File: src/rtl/pwm_ramp_ctrl.sv
// PWM generator whose duty walks one count per STEP_DIV periods toward a requested target.
// Define PWM_RAMP_ESTOP_EN to add the active-high estop input that forces the duty to zero.
module pwm_ramp_ctrl #(
  parameter int MAX_COUNT = 100,
  parameter int STEP_DIV  = 4
) (
  input  logic       clk,
  input  logic       rst_n,
  input  logic       en,
`ifdef PWM_RAMP_ESTOP_EN
  input  logic       estop,
`endif
  input  logic       req_valid,
  input  logic [6:0] req_duty,
  output logic       req_ready,
  output logic [6:0] duty_cur,
  output logic       busy,
  output logic       done,
  output logic       pwm_out
);

  localparam int CW = (MAX_COUNT < 2) ? 1 : $clog2(MAX_COUNT + 1);
  localparam logic [CW-1:0] CNT_TOP = CW'(MAX_COUNT);
  localparam logic [7:0] STEP_LAST = 8'(STEP_DIV - 1);
  localparam logic [6:0] DUTY_MAX = 7'(MAX_COUNT);

  // IDLE: accept requests | RAMP_UP: +1 every STEP_DIV periods | RAMP_DOWN: -1 every STEP_DIV periods
  typedef enum logic [1:0] {IDLE, RAMP_UP, RAMP_DOWN} state_t;

  state_t        state, state_nx;
  logic [CW-1:0] counter;
  logic [7:0]    step_cnt, step_nx;
  logic [6:0]    target, target_nx, duty_nx, req_clamped;
  logic          done_nx, period_end, accept;

  always_ff @(posedge clk or negedge rst_n) begin
    if (!rst_n) begin
      counter <= '0;
    end else if (!en || counter == CNT_TOP) begin
      counter <= '0;
    end else begin
      counter <= counter + 1'b1;
    end
  end

  assign period_end = en && (counter == CNT_TOP);
  assign pwm_out    = en && (32'(duty_cur) > 32'(counter));

`ifdef PWM_RAMP_ESTOP_EN
  assign req_ready = (state == IDLE) && !estop;
`else
  assign req_ready = (state == IDLE);
`endif
  assign busy        = (state != IDLE);
  assign accept      = req_valid && req_ready;
  assign req_clamped = (32'(req_duty) > MAX_COUNT) ? DUTY_MAX : req_duty;

  always_comb begin
    state_nx  = state;
    step_nx   = step_cnt;
    target_nx = target;
    duty_nx   = duty_cur;
    done_nx   = 1'b0;
    case (state)
      IDLE: begin
        if (accept) begin
          target_nx = req_clamped;
          step_nx   = '0;
          if (req_clamped > duty_cur) begin
            state_nx = RAMP_UP;
          end else if (req_clamped < duty_cur) begin
            state_nx = RAMP_DOWN;
          end else begin
            done_nx = 1'b1;
          end
        end
      end
      RAMP_UP, RAMP_DOWN: begin
        if (period_end) begin
          if (step_cnt == STEP_LAST) begin
            step_nx = '0;
            duty_nx = (state == RAMP_UP) ? duty_cur + 7'd1 : duty_cur - 7'd1;
            if (duty_nx == target) begin
              state_nx = IDLE;
              done_nx  = 1'b1;
            end
          end else begin
            step_nx = step_cnt + 8'd1;
          end
        end
      end
      default: state_nx = IDLE;
    endcase
`ifdef PWM_RAMP_ESTOP_EN
    if (estop) begin
      state_nx  = IDLE;
      step_nx   = '0;
      target_nx = '0;
      duty_nx   = '0;
      done_nx   = 1'b0;
    end
`endif
  end

  always_ff @(posedge clk or negedge rst_n) begin
    if (!rst_n) begin
      state    <= IDLE;
      step_cnt <= '0;
      target   <= '0;
      duty_cur <= '0;
      done     <= 1'b0;
    end else begin
      state    <= state_nx;
      step_cnt <= step_nx;
      target   <= target_nx;
      duty_cur <= duty_nx;
      done     <= done_nx;
    end
  end

endmodule

File: config.mk
export PLATFORM = sky130hd
export DESIGN_NAME = pwm_ramp_ctrl
export DESIGN_NICKNAME = d
export VERILOG_FILES = /design/src/rtl/pwm_ramp_ctrl.sv
export SDC_FILE = /design/constraint.sdc
export NUM_CORES = 1
export LEC_CHECK = 0
export BUFFER_PORTS_ARGS = -buffer_cell sky130_fd_sc_hd__buf_2
export CAP_MARGIN = 15
export CORE_MARGIN = 5
export CORE_UTILIZATION = 25
export DETAILED_ROUTE_END_ITERATION = 10
export HOLD_SLACK_MARGIN = 0.06
export PLACE_DENSITY = 0.47
export SYNTH_ARGS = -nofsm -noshare
export SYNTH_HDL_FRONTEND = slang
export SYNTH_SLANG_ARGS = --single-unit
File: constraint.sdc
create_clock -name clk -period 3.31 [get_ports clk]
set_input_delay 0.1655 -clock clk [delete_from_list [all_inputs] [get_ports clk]]
set_output_delay 0.1655 -clock clk [all_outputs]
set_load 0.02 [all_outputs]
Yosys cells after proc, flatten, opt, wreduce, memory -nomap -nowiden
Index checks and enable logic that the tools add are counted. Widths: inputs -> output; s select.

Add/sub/neg operators: 4. $lt $le $gt $ge: 4. Eq/ne operators: 10. Multiplexer cells: 21. Reduce and logical (&&, ||, !) cells: 13.

Operator list (number): $mux 8 (3); $mux 7 (3); $pmux 8 s2 (1); $add 7x1->7 const B (2); $gt 7x7->1 (2); $mux 2 (6); $add 8x1->8 const B (1); $eq 8x2->1 const B (1); $eq 7x7->1 (1); $eq 7x7->1 const B (1); $gt 7x7->1 const B (1); $lt 7x7->1 (1); $sub 7x1->7 const B (1); $mux 1 (6); $ne 2x2->1 const B (3); $reduce_and 3->1 (2); $reduce_and 5->1 (1); $pmux 2 s2 (1); $reduce_bool 2->1 (2); $logic_and 1x1->1 (3); $ne 3x1->1 const B (1); $eq 2x1->1 const B (1); $eq 2x2->1 const B (1); $logic_not 2->1 (1); other kinds (6) (6).

Bits in registers: 32. Bits of input ports: 11. Output and inout port bits: 11. Word-level logic and storage cells: 58.

Depth between registers and ports, before layout
Gate-level depths: netlist (run 1).

Depth after elaboration: 7. Gate-level depth with buffers: 10.

Worst setup path after synthesis (run 1)
OpenSTA, ideal clock, no wires.

Path type: reg2reg. From: register state[1]. To: register state[1]. Setup time: 125 ps. Data arrival time: 3018 ps. Required time: 3185 ps. Slack: 167 ps. Cell stages (with the launch flop): 11. Path buffers: 0. Clock period less this slack: 3143 ps. Cells stage by stage: dfrtp_1 inv_1 ha_1 inv_1 ha_1 a211oi_2 o21bai_4 mux2_4 or4_4 o31ai_4 mux2_4.

Word-level cells in the longest chain between the ends: 5. Elaborated cells on any way between the ends: 14. Those cells by class: eq/ne: 8; mux: 2; reduce/logical: 4.

RTL lines: from (decl) (line 30) `state_t state, state_nx;`; from (signal assigned) (line 113) `state <= state_nx;`; $eq 2x1->1 (line 64, 82); $mux 7 (line 82) `duty_nx = (state == RAMP_UP) ? duty_cur + 7'd1 : duty_cur - 7'd1;`; $eq 7x7->1 (line 83) `if (duty_nx == target) begin`; $ne 2x2->1 (no line); $reduce_and 5->1 (no line).

Several ways; a longest one is shown, not always the timed one. A chain may end at the register's enable or synchronous reset.

Worst setup path after layout (run 1)
Ends and elaborated chain as after synthesis.

==> summary.md, run 1 <==
| Metric | Value |
|---|---|
| Hold_ws | `149 ps` |
| Setup bufs post-CTS | `0` |
| Cell count after placement | `404` |
| Synth Area in Compound Gates | `0.162` |
| Via count | `1847` |
| #FFs+latches synth | `32` |
| Synth Area in XOR/XNOR | `0.0754` |
| Grt ovf | `0` |
| Initial antenna violation count | `0` |
| Synth Area in Adders | `0.140` |
| Root buf cell | `clkbuf_8` |
| Antenna Cells | `0` |
| Hold Path Depth | `2` |
| Crit path launch type | `flip-flop` |
| Fraction of layout cells with a size suffix above 1 | `0.180` |
| First-pass GRT wire length | `9.69 mm` |
| Hold-fix buffers, CTS | `1` |
| Largest net degree at the start of global routing | `33` |
| Setup_tns | `0 ps` |
| Worst Tran Pin Value | `735 ps` |
| Setup violators final | `0` |
| Crit Path Category | `flip-flop to flip-flop` |
| Primary FF master, synth | `dfrtp_1` |
| Final nets | `320` |
| Leak pwr | `1.22 nW` |
| Final GP Congestion | `0.753` |
| Post-synth top area share | `0.338` |
| Detail Route Antenna Nets | `0` |
| Post-synthesis cell area | `0.00237 sq mm` |
| Pins Over Slew Limit | `0` |
| Worst Hold Launch | `req_duty[6]` |
| CTS resizes | `0` |
| Crit path max fanout | `5` |
| CTS Sinks | `32` |
| Worst R2R Setup Slack | `160 ps` |
| Mux contribution to synthesized area | `0.0496` |
| Overall power | `0.780 mW` |
| F_max | `318 MHz` |
| Mapped Cells | `253` |
| Max Cap Viol | `0` |
| PwrDens | `282 mW/mm^2` |
| DRC Markers | `0` |
| Hold WC Path Type | `input pin to flip-flop` |
| Floorplan row count | `35` |
| Post-Route WL | `5.57 mm` |
| Post-DP HPWL | `4.39 mm` |
| Post-DP Area | `0.00266 sq mm` |
| Synth area leaders | `dfrtp_1, ha_1, xnor2_1` |
| Number of synthesized flops with an enable pin | `0` |
| WL per Instance | `13.5 um` |
| Async set-reset flop share out of synthesis | `1.00` |
| Worst-Skew Late Latency | `290 ps` |
| Worst setup endpoint | `state[1]$_DFFE_PN0P_` |
| Largest family of logic cells by synthesized area | `simple AND/OR/NAND/NOR gates` |
| FF-to-FF End | `state[1]$_DFFE_PN0P_` |
| Clock Pin Slew Worst Setup and Hold Paths | `60 ps` |
| Synthesis Warnings | `0` |
| RR Startpoint | `state[1]$_DFFE_PN0P_` |
| Status | `completed` |
| Core Region | `0.00924 sq mm` |
| Slew margin rel. | `0.510` |
| Vias in the first global route | `1939` |
| Post-synthesis sequential area ratio | `0.338` |
| Initial core utilization | `0.257` |
| CTS buffer count | `5` |
| Syn_area_per_cell | `9.38 sq um` |
| Fin crit period | `3150 ps` |
| Vert. Die Dim | `107 um` |
| Req. time, crit path | `3480 ps` |
| Synth Area in Simple Gates | `0.197` |
| P&R area growth vs syn | `16.6%` |
| I/O Buffers | `21` |
| Drt initial violations | `80` |
| Worst Path Arrival | `3310 ps` |
| Part of the cycle the worst path needs | `0.950` |
| Clock Path Buffers | `2` |
| RSZ-0062 raised after global routing | `false` |
| H-tree depth | `2` |
| Crit path launch | `state[1]$_DFFE_PN0P_` |
| Non-Filler Instances | `413` |
| CTS tree | `built` |
| Synthesized Nets | `290` |
| Yosys top cell by area | `dfrtp_1` |
| Register-to-Register Path Depth | `10` |
| Final instance area | `0.00277 sq mm` |
| 1st-pass router iterations | `4` |
| Worst VDD drop | `0.114 mV` |
| Synth cell types | `48` |
| Setup Skew | `9.27 ps` |
| GRT Util Overall | `0.106` |
| Final hold violation count | `0` |
| Die area | `0.0115 sq mm` |
| Post-DR vias/cell | `4.47` |
| Die W | `107 um` |
| Setup crit end kind | `flip-flop` |
| I/O pin total | `22` |
## registers in the layout, indices dropped and copies added, names as in the netlist
register,count
state,2
done,1
counter,7
target,7
step_cnt,8
duty_cur,7
## cell type report
cell class                      count  area [sq um]
Clock buffer                        7          86.3
Clock inverter                      1          7.51
Fill cell                         994          6470
Inverter                           20          75.1
Multi-Input combinational cell    197          1480
Sequential cell                    32           801
Tap cell                          129           161
Timing Repair Buffer               27           153
## worst min path at each step
stage | endpoint | slack (ps)
2_1_floorplan | counter[0]$_DFF_PN0_ | -130
3_3_place_gp | counter[2]$_DFF_PN0_ | 290
3_5_place_dp | counter[1]$_DFF_PN0_ | 290
4_1_cts | target[6]$_DFFE_PN0P_ | 150
5_1_grt | target[6]$_DFFE_PN0P_ | 160
6_report | target[6]$_DFFE_PN0P_ | 150
## logic make-up (layout without fill, tap and decap cells)
group | Yosys count | after routing
adder cells (fa/ha/maj) | 26 | 26
AO/OA/AOI/OAI | 54 | 54
XOR/XNOR | 17 | 17
multiplexers | 10 | 10
buffers and inverters | 24 | 55
AND/OR/NAND/NOR | 90 | 90
flip-flops | 32 | 32
## worst max-delay path, stage by stage, from the launching register on
cell and delay, ps:
dfrtp_1 380, inv_1 70, ha_1 190, buf_4 160, fa_1 420, nand2b_1 210
a211oi_2 320, nor4_1 90, or4_4 570, o31ai_4 300, mux2_4 330
## cell usage after synthesis (all sizes together), types with 5 or more instances
library cell,instances
o21ai,23
nor2,21
nand3,10
a21oi,8
nor2b,5
ha,25
mux2,8
nand2b,13
o31ai,5
dfrtp,32
xnor2,13
nor3,7
nand2,13
inv,20
## layout by cell type, fill, tap and decap left out, drive strengths merged, types with 10 or more instances in the layout
cell | Yosys | layout
xnor2 | 13 | 13
ha | 25 | 25
nand2b | 13 | 13
nand2 | 13 | 13
buf | 0 | 26
nor2 | 21 | 21
inv | 20 | 20
nand3 | 10 | 10
dfrtp | 32 | 32
o21ai | 23 | 23
## metal layers
| metal | global-route usage | up-vias | part of all wire |
|---|---|---|---|
| li1 | - | 952 | - |
| met5 | 0 | - | 0 |
| met4 | 0.0325 | 0 | 0.012 |
| met3 | 0.0240 | 6 | 0.039 |
| met2 | 0.157 | 27 | 0.41 |
| met1 | 0.152 | 862 | 0.54 |
## where the power goes
part / internal (mW) / switching [mW]
combinational: 0.0208 / 0.0327
sequential: 0.394 / 0.00308
clock: 0.169 / 0.161
## metrics by stage
step | setup WS, ps | utilization
global route | 16.6 | 0.299
CTS | 160 | 0.299
detailed placement | 178 | 0.288
global placement | 242 | 0.288
finish | 165 | 0.299
floorplan | 167 | -
(Power assumes the default switching activity.)
==> inputs of run 2 (changes only) <==
--- a/config.mk
+++ b/config.mk
@@ -5,8 +5,10 @@
 export SDC_FILE = /design/constraint.sdc
 export NUM_CORES = 1
 export LEC_CHECK = 0
-export BUFFER_PORTS_ARGS = -buffer_cell sky130_fd_sc_hd__buf_2
+export ABC_AREA = 1
+export BUFFER_PORTS_ARGS = -buffer_cell sky130_fd_sc_hd__clkbuf_2
 export CAP_MARGIN = 15
+export CORE_ASPECT_RATIO = 1.2
 export CORE_MARGIN = 5
 export CORE_UTILIZATION = 25
 export DETAILED_ROUTE_END_ITERATION = 10
==> run 2 against run 1 <==
  * Register-to-register slack improved by 740 ps
  * Highest routed layer unchanged
  * Combinational power rose to 12 times the previous value
  * Synthesized cell count rose by 30%
  * Largest cell class unchanged
  * Critical endpoint is now state[0]$_DFFE_PN0P_
  * Clock power rose by 60%
  * Clock skew fell by 7.0 ps
  * Power rose by 120%
==> summary.md, run 2 <==
| Metric | Value |
|---|---|
| FF-to-FF End | `state[0]$_DFFE_PN0P_` |
| CTS Sinks | `32 (unchanged)` |
| Die area | `0.0117 sq mm (+1.7%)` |
| Fin crit period | `2410 ps (-740 ps)` |
| Synth cell types | `32 (-33%)` |
| Initial antenna violation count | `0 (unchanged)` |
| Worst R2R Setup Slack | `900 ps (+740 ps)` |
| Worst Path Arrival | `2570 ps (-740 ps)` |
| Via count | `2147 (+16%)` |
| Detail Route Antenna Nets | `0 (unchanged)` |
| Switching part of the total power | `0.394 (+0.143)` |
| Hold Path Depth | `3 (+1)` |
| Part of the cycle the worst path needs | `0.727 (-0.224)` |
| Clock Path Buffers | `2 (unchanged)` |
| Setup_tns | `0 ps (unchanged)` |
| H-tree depth | `2 (unchanged)` |
| Slew margin rel. | `0.416 (-0.0933)` |
| Root buf cell | `clkbuf_16` |
| Crit path launch type | `flip-flop` |
| Yosys top cell by area | `dfrtp_1` |
| Max layer used | `met4` |
| Post-synth top area share | `0.332 (-0.00595)` |
| Drt initial violations | `61 (-24%)` |
| Req. time, crit path | `3480 ps (about the same)` |
| Hold_ws | `158 ps (+8.72 ps)` |
| Setup bufs post-CTS | `0 (unchanged)` |
| Pins Over Slew Limit | `0 (unchanged)` |
| DRC Markers | `0 (unchanged)` |
| 1st-pass router iterations | `4 (unchanged)` |
| Async set-reset flop share out of synthesis | `1.00 (unchanged)` |
| Worst-Skew Late Latency | `280 ps (about the same)` |
| Largest net degree at the start of global routing | `33 (unchanged)` |
| Vert. Die Dim | `118 um (+9.5%)` |
| Clock power share | `0.312 (-0.111)` |
| F_max | `416 MHz (+31%)` |
| Initial core utilization | `0.255 (-0.00165)` |
| Crit Path Category | `flip-flop to flip-flop` |
| PwrDens | `598 mW/mm^2 (+110%)` |
| Register-to-Register Path Depth | `18 (+8)` |
| Mapped Cells | `328 (+30%)` |
| Setup violators final | `0 (unchanged)` |
| Met1 Wirelength | `2.81 mm (-6.3%)` |
| Max reg flops | `8 (unchanged)` |
| Seq pwr share | `0.302 (-0.207)` |
| I/O pin total | `22 (unchanged)` |
| I/O Buffers | `21 (unchanged)` |
| Setup Skew | `2.22 ps (-7.05 ps)` |
| Post-synthesis sequential area ratio | `0.332 (-0.00595)` |
| CTS tree | `built` |
| Final hold violation count | `0 (unchanged)` |
| Core Region | `0.00947 sq mm (+2.5%)` |
| Crit path max fanout | `7 (+2)` |
| Floorplan row count | `39 (+11%)` |
| Max Cap Viol | `0 (unchanged)` |
| Final GP Congestion | `0.814 (+8.1%)` |
| First-pass GRT wire length | `9.98 mm (+3.1%)` |
| Setup crit end kind | `flip-flop` |
| Fraction of layout cells with a size suffix above 1 | `0.133 (-0.0468)` |
| Post-DP HPWL | `4.74 mm (+8.0%)` |
| RSZ-0062 raised after global routing | `false` |
| Vias in the first global route | `2125 (+9.6%)` |
| Most common library cell in the layout ignoring fill and taps | `nand2_1` |
| Synthesized Nets | `365 (+26%)` |
| CTS buffer count | `5 (unchanged)` |
| Hold WC Path Type | `input pin to flip-flop` |
| Met2 wire len | `2.88 mm (+26%)` |
| Antenna Cells | `0 (unchanged)` |
| Fillcell total | `1053 (+5.9%)` |
| P&R area growth vs syn | `17.2%` |
| Switching pwr | `0.667 mW (+240%)` |
| Hold EP | `target[5]$_DFFE_PN0P_` |
| DR WL met3 | `198 um (-8.8%)` |
| RR Startpoint | `state[1]$_DFFE_PN0P_` |
| Most instantiated cells after synthesis | `nand2_1, inv_1, dfrtp_1, nand3_1, ha_1` |
| Internal power | `1.02 mW (+75%)` |
| Grt ovf | `0 (unchanged)` |
| WL per Instance | `12.6 um (-7.0%)` |
| Clock Pin Slew Worst Setup and Hold Paths | `50 ps (about the same)` |
| Primary FF master, synth | `dfrtp_1` |
| Combinational power share | `0.386 (+0.318)` |
| Die W | `99.7 um (-7.2%)` |
| Leak pwr | `1.44 nW (+18%)` |
| Post-DR vias/cell | `4.50 (+0.65%)` |
| Worst Hold Launch | `req_duty[5]` |
| Synthesis Warnings | `0 (unchanged)` |
| Synth area leaders | `dfrtp_1, ha_1, nand2_1` |
| Count leader, synth | `nand2_1` |
| Status | `completed` |
| Worst Tran Pin Value | `875 ps (+140 ps)` |
| Most frequent cells in the layout | `nand2_1, inv_1, dfrtp_1, nand3_1, ha_1` |
| #FFs+latches synth | `32 (unchanged)` |
| Number of synthesized flops with an enable pin | `0 (unchanged)` |
| Worst VDD drop | `0.278 mV (+140%)` |
| Most flops, register | `step_cnt` |
| Post-Route WL | `5.99 mm (+7.5%)` |
| GRT Util Overall | `0.107 (+0.000840)` |
| Syn_area_per_cell | `7.36 sq um (-21%)` |
| Final nets | `390 (+22%)` |
| Post-synthesis cell area | `0.00241 sq mm (+1.8%)` |
run 2: cell count changes in the layout (fill, tap and decap cells not counted), sizes merged, moves of 8 or more:
cell / before / now
buf: 26 / 0
clkbuf: 7 / 26
xnor2: 13 / 0
nand3: 10 / 32
mux2: 8 / 0
nand4: 4 / 13
nand2: 13 / 81
nand2b: 13 / 0
inv: 20 / 57
run 2: area by class of cell:
class                   instances  area, sq um  area share
multi-input cells             234         1370       0.484
well taps                     123          154      0.0544
repair buffers                 22          115      0.0407
flip-flops and latches         32          801       0.283
clock buffers                   5          125      0.0442
inverters                      58          223      0.0787
clock inverters                 3         42.5      0.0150
run 2: how the worst max path moves through the flow:
stage | from | end | slack (ps) | cells past startpoint
2_1_floorplan | duty_cur[0]$_DFFE_PN0P_ | state[0]$_DFFE_PN0P_ | 1210 | 12
3_3_place_gp | state[1]$_DFFE_PN0P_ | state[0]$_DFFE_PN0P_ | 910 | 18
3_5_place_dp | state[1]$_DFFE_PN0P_ | state[0]$_DFFE_PN0P_ | 890 | 16
4_1_cts | state[1]$_DFFE_PN0P_ | state[0]$_DFFE_PN0P_ | 880 | 16
5_1_grt | state[1]$_DFFE_PN0P_ | state[0]$_DFFE_PN0P_ | 630 | 16
6_report | state[1]$_DFFE_PN0P_ | state[0]$_DFFE_PN0P_ | 900 | 18
run 2: critical path, cell delays in order, from the launching register on:
cell	delay [ps]
dfrtp_1	390
inv_1	80
ha_1	240
inv_1	170
ha_1	390
nand2_1	90
nand2_1	80
inv_1	90
nand2_1	60
nand2_1	80
nand2_2	60
nand2_1	50
nand2_1	50
nor2_2	130
nand3_2	80
nand2_2	90
nand2_2	60
nand2_1	50
nand2_1	40
run 2: power groups by stage:
stage	clock, mW	combinational [mW]	sequential (mW)
finish	0.528	0.653	0.511
global route	0.562	0.753	0.519
CTS	0.547	0.663	0.511
detailed placement	0	0.660	0.518
global placement	0	0.652	0.518
floorplan	0	0.526	0.503
run 2: kinds of logic (layout without fill, tap and decap cells):
family / Yosys count / after routing / synth area share
compound gates: 46 / 46 / 0.107
xor+xnor: 4 / 4 / 0.0145
fa+ha+maj: 26 / 26 / 0.138
buf+inv: 62 / 88 / 0.102
flops: 32 / 32 / 0.332
simple gates: 158 / 158 / 0.307
run 2: metrics by stage:
| stage | util | worst slack, ps | instance area (sq um) | std cells | power [mW] |
|---|---|---|---|---|---|
| 2_1_floorplan | - | 1210 | 2410 | 328 | 1.03 |
| 3_3_place_gp | 0.280 | 912 | 2650 | 468 | 1.17 |
| 3_5_place_dp | 0.280 | 891 | 2650 | 468 | 1.18 |
| 4_1_cts | 0.299 | 878 | 2830 | 477 | 1.72 |
| 5_1_grt | 0.299 | 633 | 2830 | 477 | 1.84 |
| 6_report | 0.299 | 905 | 2830 | 477 | 1.69 |
run 2: repair_timing:
action	4_1_cts	5_1_grt
hold buffers	1	0
gates resized for setup	0	0
endpoints found under the hold margin	32	0
run 2: metal layers:
layer  track usage  vias to the layer above
li1              -                     1130
met1         0.134                      970
met2         0.180                       38
met3        0.0202                        9
met4        0.0384                        0
met5             0                        -
